[src/rtl/mac_src_pkg.sv]
// rtl/mac_src_pkg.sv - shared types and widths for the accumulator sample source
package mac_src_pkg;

    localparam int SAMPLE_W = 8;
    localparam int LEN_W    = 8;

    typedef enum logic [1:0] {
        IDLE = 2'd0,
        SEND = 2'd1,
        GAP  = 2'd2
    } state_t;

endpackage

[src/rtl/mac_sample_source_if.sv]
// rtl/mac_sample_source_if.sv - valid/sample stream toward the accumulator
interface mac_sample_source_if;
    import mac_src_pkg::*;

    logic                valid_out;
    logic [SAMPLE_W-1:0] a_out;

    modport master (output valid_out, output a_out);
    modport slave  (input  valid_out, input  a_out);

endinterface

[src/rtl/sample_fifo.sv]
// rtl/sample_fifo.sv - synchronous sample FIFO with combinational head
module sample_fifo
    import mac_src_pkg::*;
#(
    parameter int DEPTH = 16
) (
    input  logic                clk,
    input  logic                reset,
    input  logic                wr_en,
    input  logic [SAMPLE_W-1:0] wr_data,
    input  logic                rd_en,
    output logic [SAMPLE_W-1:0] rd_data,
    output logic                full,
    output logic                empty
);

    localparam int AW = $clog2(DEPTH);
    localparam logic [AW:0] FULL_CNT = DEPTH[AW:0];

    logic [SAMPLE_W-1:0] mem [DEPTH];
    logic [AW-1:0]       wr_ptr;
    logic [AW-1:0]       rd_ptr;
    logic [AW:0]         count;
    logic                wr_ok;
    logic                rd_ok;

    // full/empty come from the pre-update count, so a write while full is never rescued by a same-cycle pop
    assign full    = (count == FULL_CNT);
    assign empty   = (count == '0);
    assign wr_ok   = wr_en && !full;
    assign rd_ok   = rd_en && !empty;
    assign rd_data = mem[rd_ptr];

    // Storage array; contents need no reset because pointers define validity
    always_ff @(posedge clk) begin
        if (wr_ok) begin
            mem[wr_ptr] <= wr_data;
        end
    end

    // Pointers wrap naturally at DEPTH; count tracks occupancy
    always_ff @(posedge clk) begin
        if (reset) begin
            wr_ptr <= '0;
            rd_ptr <= '0;
            count  <= '0;
        end else begin
            if (wr_ok) begin
                wr_ptr <= wr_ptr + 1'b1;
            end
            if (rd_ok) begin
                rd_ptr <= rd_ptr + 1'b1;
            end
            case ({wr_ok, rd_ok})
                2'b10:   count <= count + 1'b1;
                2'b01:   count <= count - 1'b1;
                default: count <= count;
            endcase
        end
    end

endmodule

[src/rtl/mac_sample_source.sv]
// rtl/mac_sample_source.sv - bursty sample stream source feeding the accumulator
module mac_sample_source
    import mac_src_pkg::*;
#(
    parameter int DEPTH = 16,
    parameter int CNT_W = 16
) (
    input  logic                clk,
    input  logic                reset,
    input  logic                wr_en,
    input  logic [SAMPLE_W-1:0] wr_data,
    input  logic                enable,
    input  logic [LEN_W-1:0]    burst_len,
    input  logic [LEN_W-1:0]    gap_len,
    output logic                full,
    output logic                empty,
    output logic                busy,
    output logic [CNT_W-1:0]    sent_count,
    output logic                overflow_err,
    mac_sample_source_if.master src
);

    state_t              state;
    logic [LEN_W-1:0]    burst_cfg;
    logic [LEN_W-1:0]    burst_cnt;
    logic [LEN_W-1:0]    burst_cnt_nxt;
    logic [LEN_W-1:0]    gap_cfg;
    logic [LEN_W-1:0]    gap_cnt;
    logic [SAMPLE_W-1:0] head;
    logic                pop;

    // A disable takes priority over popping so the leaving cycle emits nothing
    assign pop           = (state == SEND) && enable && !empty;
    assign burst_cnt_nxt = burst_cnt + 1'b1;
    assign busy          = (state != IDLE);

    sample_fifo #(
        .DEPTH (DEPTH)
    ) u_fifo (
        .clk     (clk),
        .reset   (reset),
        .wr_en   (wr_en),
        .wr_data (wr_data),
        .rd_en   (pop),
        .rd_data (head),
        .full    (full),
        .empty   (empty)
    );

    // Burst/gap FSM with registered stream outputs and sample counter
    always_ff @(posedge clk) begin
        if (reset) begin
            state         <= IDLE;
            burst_cfg     <= '0;
            burst_cnt     <= '0;
            gap_cfg       <= '0;
            gap_cnt       <= '0;
            src.valid_out <= 1'b0;
            src.a_out     <= '0;
            sent_count    <= '0;
            overflow_err  <= 1'b0;
        end else begin
            src.valid_out <= 1'b0;
            if (wr_en && full) begin
                overflow_err <= 1'b1;
            end
            case (state)
                IDLE: begin
                    if (enable) begin
                        state     <= SEND;
                        burst_cfg <= burst_len;
                        burst_cnt <= '0;
                        gap_cfg   <= gap_len;
                    end
                end
                SEND: begin
                    if (!enable) begin
                        state <= IDLE;
                    end else if (pop) begin
                        src.valid_out <= 1'b1;
                        src.a_out     <= head;
                        sent_count    <= sent_count + 1'b1;
                        if (burst_cfg != '0 && burst_cnt_nxt == burst_cfg) begin
                            if (gap_cfg == '0) begin
                                burst_cnt <= '0;
                                burst_cfg <= burst_len;
                                gap_cfg   <= gap_len;
                            end else begin
                                state     <= GAP;
                                burst_cnt <= burst_cnt_nxt;
                                gap_cnt   <= gap_cfg;
                            end
                        end else begin
                            burst_cnt <= burst_cnt_nxt;
                        end
                    end
                end
                GAP: begin
                    gap_cnt <= gap_cnt - 1'b1;
                    if (!enable) begin
                        state <= IDLE;
                    end else if (gap_cnt == 8'd1) begin
                        state     <= SEND;
                        burst_cnt <= '0;
                        burst_cfg <= burst_len;
                        gap_cfg   <= gap_len;
                    end
                end
                default: state <= IDLE;
            endcase
        end
    end

endmodule

[src/flat_wrapper.sv]
// flat-port wrapper written by rule: the top's interface ports become plain ports
module mac_sample_source_flat import mac_src_pkg::*;
#(
    parameter int DEPTH = 16,
    parameter int CNT_W = 16
)
  (clk, reset, wr_en, wr_data, enable, burst_len, gap_len, full, empty, busy, sent_count, overflow_err, src_valid_out, src_a_out);
  mac_sample_source_if src_i ();
  input  logic clk;
  input  logic reset;
  input  logic wr_en;
  input  logic [SAMPLE_W-1:0] wr_data;
  input  logic enable;
  input  logic [LEN_W-1:0] burst_len;
  input  logic [LEN_W-1:0] gap_len;
  output logic full;
  output logic empty;
  output logic busy;
  output logic [CNT_W-1:0] sent_count;
  output logic overflow_err;
  output wire logic [$bits(src_i.valid_out)-1:0] src_valid_out;
  output wire logic [$bits(src_i.a_out)-1:0] src_a_out;
  assign src_valid_out = src_i.valid_out;
  assign src_a_out = src_i.a_out;
  mac_sample_source #(.DEPTH(DEPTH), .CNT_W(CNT_W)) u_core (.clk(clk), .reset(reset), .wr_en(wr_en), .wr_data(wr_data), .enable(enable), .burst_len(burst_len), .gap_len(gap_len), .full(full), .empty(empty), .busy(busy), .sent_count(sent_count), .overflow_err(overflow_err), .src(src_i));
endmodule
[config.mk]
export PLATFORM = sky130hd
export DESIGN_NAME = mac_sample_source_flat
export DESIGN_NICKNAME = d
export VERILOG_FILES = /design/src/rtl/mac_src_pkg.sv /design/src/rtl/mac_sample_source_if.sv /design/src/rtl/sample_fifo.sv /design/src/rtl/mac_sample_source.sv /design/src/flat_wrapper.sv
export SDC_FILE = /design/constraint.sdc
export NUM_CORES = 1
export LEC_CHECK = 0
export CAP_MARGIN = 10
export CORE_MARGIN = 2
export CORE_UTILIZATION = 60
export CTS_CLUSTER_SIZE = 16
export DETAILED_ROUTE_END_ITERATION = 7
export PLACE_DENSITY = 0.92
export SLEW_MARGIN = 15
export SYNTH_ARGS = -nofsm -noshare
export SYNTH_HDL_FRONTEND = slang
export SYNTH_HIERARCHICAL = 1
export SYNTH_SLANG_ARGS = --single-unit
[constraint.sdc]
create_clock -name clk -period 10.3 [get_ports clk]
set_input_delay 2.06 -clock clk [delete_from_list [all_inputs] [get_ports clk]]
set_output_delay 2.06 -clock clk [all_outputs]
set_load 0.005 [all_outputs]
==> run summary <==
The number of hold violations in the final report was 0. The met1 demand-to-capacity share in global routing is 0.3518. The maximum root-to-sink buffer count came out at 3.

The global routing's busiest layer is met2. The total leakage power is roughly 3.3 nW. Routability-driven placement finished with a final weighted congestion of just under 0.9.

The final standard cell count with taps included and fillers excluded is 886. The final sum of negative setup slack came out at 0 ns. Synthesis instantiated 61 different standard cells from the library.

The final count of negative-setup-slack endpoints came out at 0. The gate count after technology mapping is roughly 640. The final routed wire length divided by cell count is 23.10 µm.

The summed instance area of the synthesized netlist came out at about 8600 µm². The critical path's largest stage delay is 0.62 ns. The total power consumption of the routed design is roughly 1.7 mW. The most numerous cell type found on the critical path is sky130_fd_sc_hd__ha_1. The count of clock tree sinks is between 200 and 250. The number of register bits inferred by synthesis came out at between 200 and 250.

The clock latency on the worst-skew pair is around 0.5 ns. The worst path needs roughly 5.5 ns of the cycle, external delays included. The number of pins with negative max-slew slack in the final report came out at 0.

The standard cell core area is approximately 14,000 µm². After synthesis, the largest family of logic cells by area is simple AND/OR/NAND/NOR gates. The HPWL after detailed placement is around 13 mm. The overall routed net length came out at just over 20 mm. The count of boundary I/O pins is 57.

The number of diodes is 0. The cell area after placement is a little over 9000 µm². The wire length of the first global-routing pass is between 30 and 40 mm.

The met2 capacity usage during global routing came out at 0.4832. The number of design-rule violations left by the first detailed-router iteration is between 800 and 900. Clock-pin slew was measured on the worst setup and hold paths at roughly 0.050 ns. The most critical setup path has its endpoint at u_core/u_fifo/count[4]. The clock skew after layout came out at around 0.012 ns. Based on the critical path, the design can be clocked at up to 180.6 MHz. The number of CTS-inserted buffers came out at 21. The aggregate global-route resource usage came out at 0.2757. The sort of element at the end of the critical path is a register. The max capacitance violation total came out at 0. The depth of the worst register-to-register path came out at 13. The maximum fanout count along the critical path is 19.

The number of flops mapped to enable cells by yosys is 128. The buffer count from post-CTS setup fixing is 0. The number of levels in the clock H-tree is 1.

For this run, global-route usage on met3 was measured as 0.04350. The die boundary width came out at 123.9 µm. The port buffer count is 56. The worst setup path is of the in2reg kind. STA classifies the critical path startpoint as an input pin.

The endpoint of the worst register-to-register path is u_core/u_fifo/count[4]. The worst register-to-register path begins at u_core/u_fifo/count[0]. For the pin with the worst max-slew slack, the measured transition is 1.072 ns. In this run the worst hold path is classified as reg2reg. The fraction of synthesized cell area taken by the top area cell type is 0.4459.

Dividing the final minimum period by the clock period gives 0.5375. When the netlist entered floorplanning its net count stood at 680. The required arrival time at the worst endpoint came out at approximately 11 ns. The most frequently used flop master after synthesis is sky130_fd_sc_hd__edfxtp_1.

The post-synthesis share of cell area spent on and, or, nand and nor gates is 0.1199. The vertical extent of the die is about 120 µm. By area the synthesized netlist is led by sky130_fd_sc_hd__edfxtp_1 (45%), sky130_fd_sc_hd__dfxtp_1 (18%), sky130_fd_sc_hd__mux4_2 (10%).

The site row count is 43. The flow ran to the end, and the final reports show no timing, DRC or antenna violations. The area growth from synthesis to layout came out at 15.38%. Measured against the total synthesized area, the mux share comes to 0.1187.

The number of antenna violations at the first check in global routing was 0. Before antenna repair, the detailed router went through 7 iterations. The total number of vias came out at ~6,000. The die area came out at 15,340 µm². The sequential element share of the synthesized area came out at 0.6247. The number of global-route vias before repair is 5,708. The number of routed nets with antenna violations came out at 0. Setup repair after global routing left no endpoint under its margin. The number of filler cells placed in the layout is around 800. The instance count after placement with tap cells included is about 850.

The compound-gate portion of the synthesized area was 0.06734. The post-route cell area is 9947 µm². The most repeated cell in the gate-level netlist after synthesis is sky130_fd_sc_hd__edfxtp_1. The via density per instance came out at ~6.6. Sorting the synthesized cells by how often they occur yields sky130_fd_sc_hd__edfxtp_1 (128), sky130_fd_sc_hd__dfxtp_1 (77), sky130_fd_sc_hd__nor2_1 (53), sky130_fd_sc_hd__nand2_1 (47). VDD sags by at most ~0.14 mV. The slack of the worst reg-to-reg path is 5.38 ns. Power spread over the standard cell area amounts to around 170 nW/µm². The number of gates resized after CTS was 0. The worst-case headroom to the max-slew limit is 0.2854.

For this configuration, the core starts out at a cell density of 0.6187. The remaining global-route overflow came out at 0. sky130_fd_sc_hd__edfxtp_1 takes more of the synthesized area than any other cell. The area share of xor/xnor cells in the synthesized design came out at 0.03048. Summing all flip-flop and latch instances after layout gives 5386 µm². The share of layout cells above drive strength 1 is 0.1303. The source of the critical timing path is enable. The multi-input combinational cell area came out at ~3000 µm². The final net count is roughly 730. TritonCTS built the clock tree. The number of remaining DRC errors is 0. The largest net degree at the start of global routing is ~80. The Yosys warning count came out at 6. Buffers inserted to repair hold after CTS numbered 0. The arrival time of data at the critical path endpoint is around 6 ns.

Of the total synthesized cell area, the portion taken by full adders, half adders and majority gates is 0.01597. The slowest cell on the critical path is sky130_fd_sc_hd__clkinv_1. Walking the worst path, the cells encountered are clkdlybuf4s50_1, nand3_1, clkinv_1, o21a_1, ha_1, xor2_1, ha_1, nor4b_1, a21oi_1, o32ai_1, mux2_1. The fraction of registers with async set or reset after synthesis came out at 0. In this run the mean area of a mapped cell was approximately 13 µm². The root cell of the clock tree is sky130_fd_sc_hd__clkbuf_16.
## cell usage in the layout, fill, tap and decap left out, types with 7 or more instances in the layout
master,count
sky130_fd_sc_hd__a21oi_1,40
sky130_fd_sc_hd__a31oi_1,9
sky130_fd_sc_hd__buf_4,8
sky130_fd_sc_hd__clkbuf_16,21
sky130_fd_sc_hd__clkdlybuf4s50_1,55
sky130_fd_sc_hd__dfxtp_1,76
sky130_fd_sc_hd__edfxtp_1,128
sky130_fd_sc_hd__ha_1,11
sky130_fd_sc_hd__inv_1,8
sky130_fd_sc_hd__mux2i_1,10
sky130_fd_sc_hd__mux4_2,40
sky130_fd_sc_hd__nand2_1,47
sky130_fd_sc_hd__nand2b_1,7
sky130_fd_sc_hd__nand3_1,35
sky130_fd_sc_hd__nor2_1,53
sky130_fd_sc_hd__nor3_1,9
sky130_fd_sc_hd__o21ai_0,21
sky130_fd_sc_hd__or4_1,7
sky130_fd_sc_hd__xnor2_1,11
sky130_fd_sc_hd__xor2_1,19
## where the power goes
| group | total, mW | switching [mW] | leakage, nW | internal (mW) |
|---|---|---|---|---|
| Sequential | 0.897 | 0.0118 | 1.78 | 0.886 |
| Combinational | 0.101 | 0.0593 | 1.18 | 0.0417 |
| Clock | 0.714 | 0.303 | 0.314 | 0.411 |
## worst min path at each step
stage,startpoint,endpoint,slack [ns],depth (start not counted)
after global placement,u_core/overflow_err,u_core/overflow_err,0.45,2
after detailed placement,u_core/overflow_err,u_core/overflow_err,0.45,2
after CTS,u_core/overflow_err,u_core/overflow_err,0.47,2
final,u_core/overflow_err,u_core/overflow_err,0.46,2
after global routing,u_core/src.a_out[6],u_core/src.a_out[6],0.50,2
after floorplan,u_core/src.a_out[0],u_core/src.a_out[0],0.45,2
## critical path, delay by kind of cell
kind / cells / cell delay (ns)
buffers and inverters: 2 / 1.11
adders and majority gates: 2 / 0.53
xor gates and xnor gates: 1 / 0.17
AOI/OAI and AO/OA: 3 / 0.86
and+or+nand+nor: 2 / 0.83
muxes: 1 / 0.36
## per-layer routing
metal / part of all wire / wire (µm) / up-vias
met5: 0 / 0 / -
met3: 0.086 / 1751 / 72
li1: - / - / 2530
met4: 0.039 / 788 / 0
met2: 0.50 / 10330 / 399
met1: 0.37 / 7598 / 2838
## final cells by class
| cell class | count | area share |
|---|---|---|
| clock buffers | 28 | 0.05660 |
| clock inverters | 9 | 0.007799 |
| inverters | 9 | 0.003396 |
| multi-input cells | 391 | 0.3062 |
| flip-flops and latches | 205 | 0.5415 |
| well taps | 180 | 0.02264 |
| repair buffers | 64 | 0.06189 |
## cell families (layout without fill, tap and decap cells)
kind of cell,after synthesis,count (layout)
compound gates,95,95
xor+xnor,30,30
mux,52,52
flops,205,205
buf+inv,45,110
simple gates,203,203
fa+ha+maj,11,11
## state kept, by name, indices dropped and copies added (netlist names), named ones only
| signal | flops |
|---|---|
| u_core/u_fifo/rd_ptr | 4 |
| u_core/gap_cfg | 8 |
| u_core/u_fifo/wr_ptr | 4 |
| u_core/u_fifo/count | 5 |
| u_core/src.a_out | 8 |
| u_core/state | 2 |
| u_core/sent_count | 16 |
| u_core/src.valid_out | 1 |
| u_core/burst_cfg | 8 |
| u_core/burst_cnt | 8 |
| u_core/overflow_err | 1 |
| u_core/gap_cnt | 8 |
| u_core/u_fifo/mem | 128 |
## stage by stage
step           worst slack (ns)  hold slack (ns)  utilization
2_1_floorplan             5.793           0.4527            -
3_3_place_gp              4.722           0.4496       0.6679
3_5_place_dp              4.535           0.4539       0.6679
4_1_cts                   4.917           0.4685       0.7138
5_1_grt                   4.500           0.5028       0.7138
6_report                  4.764           0.4625       0.7138
Power figures use the tool's default switching activity.
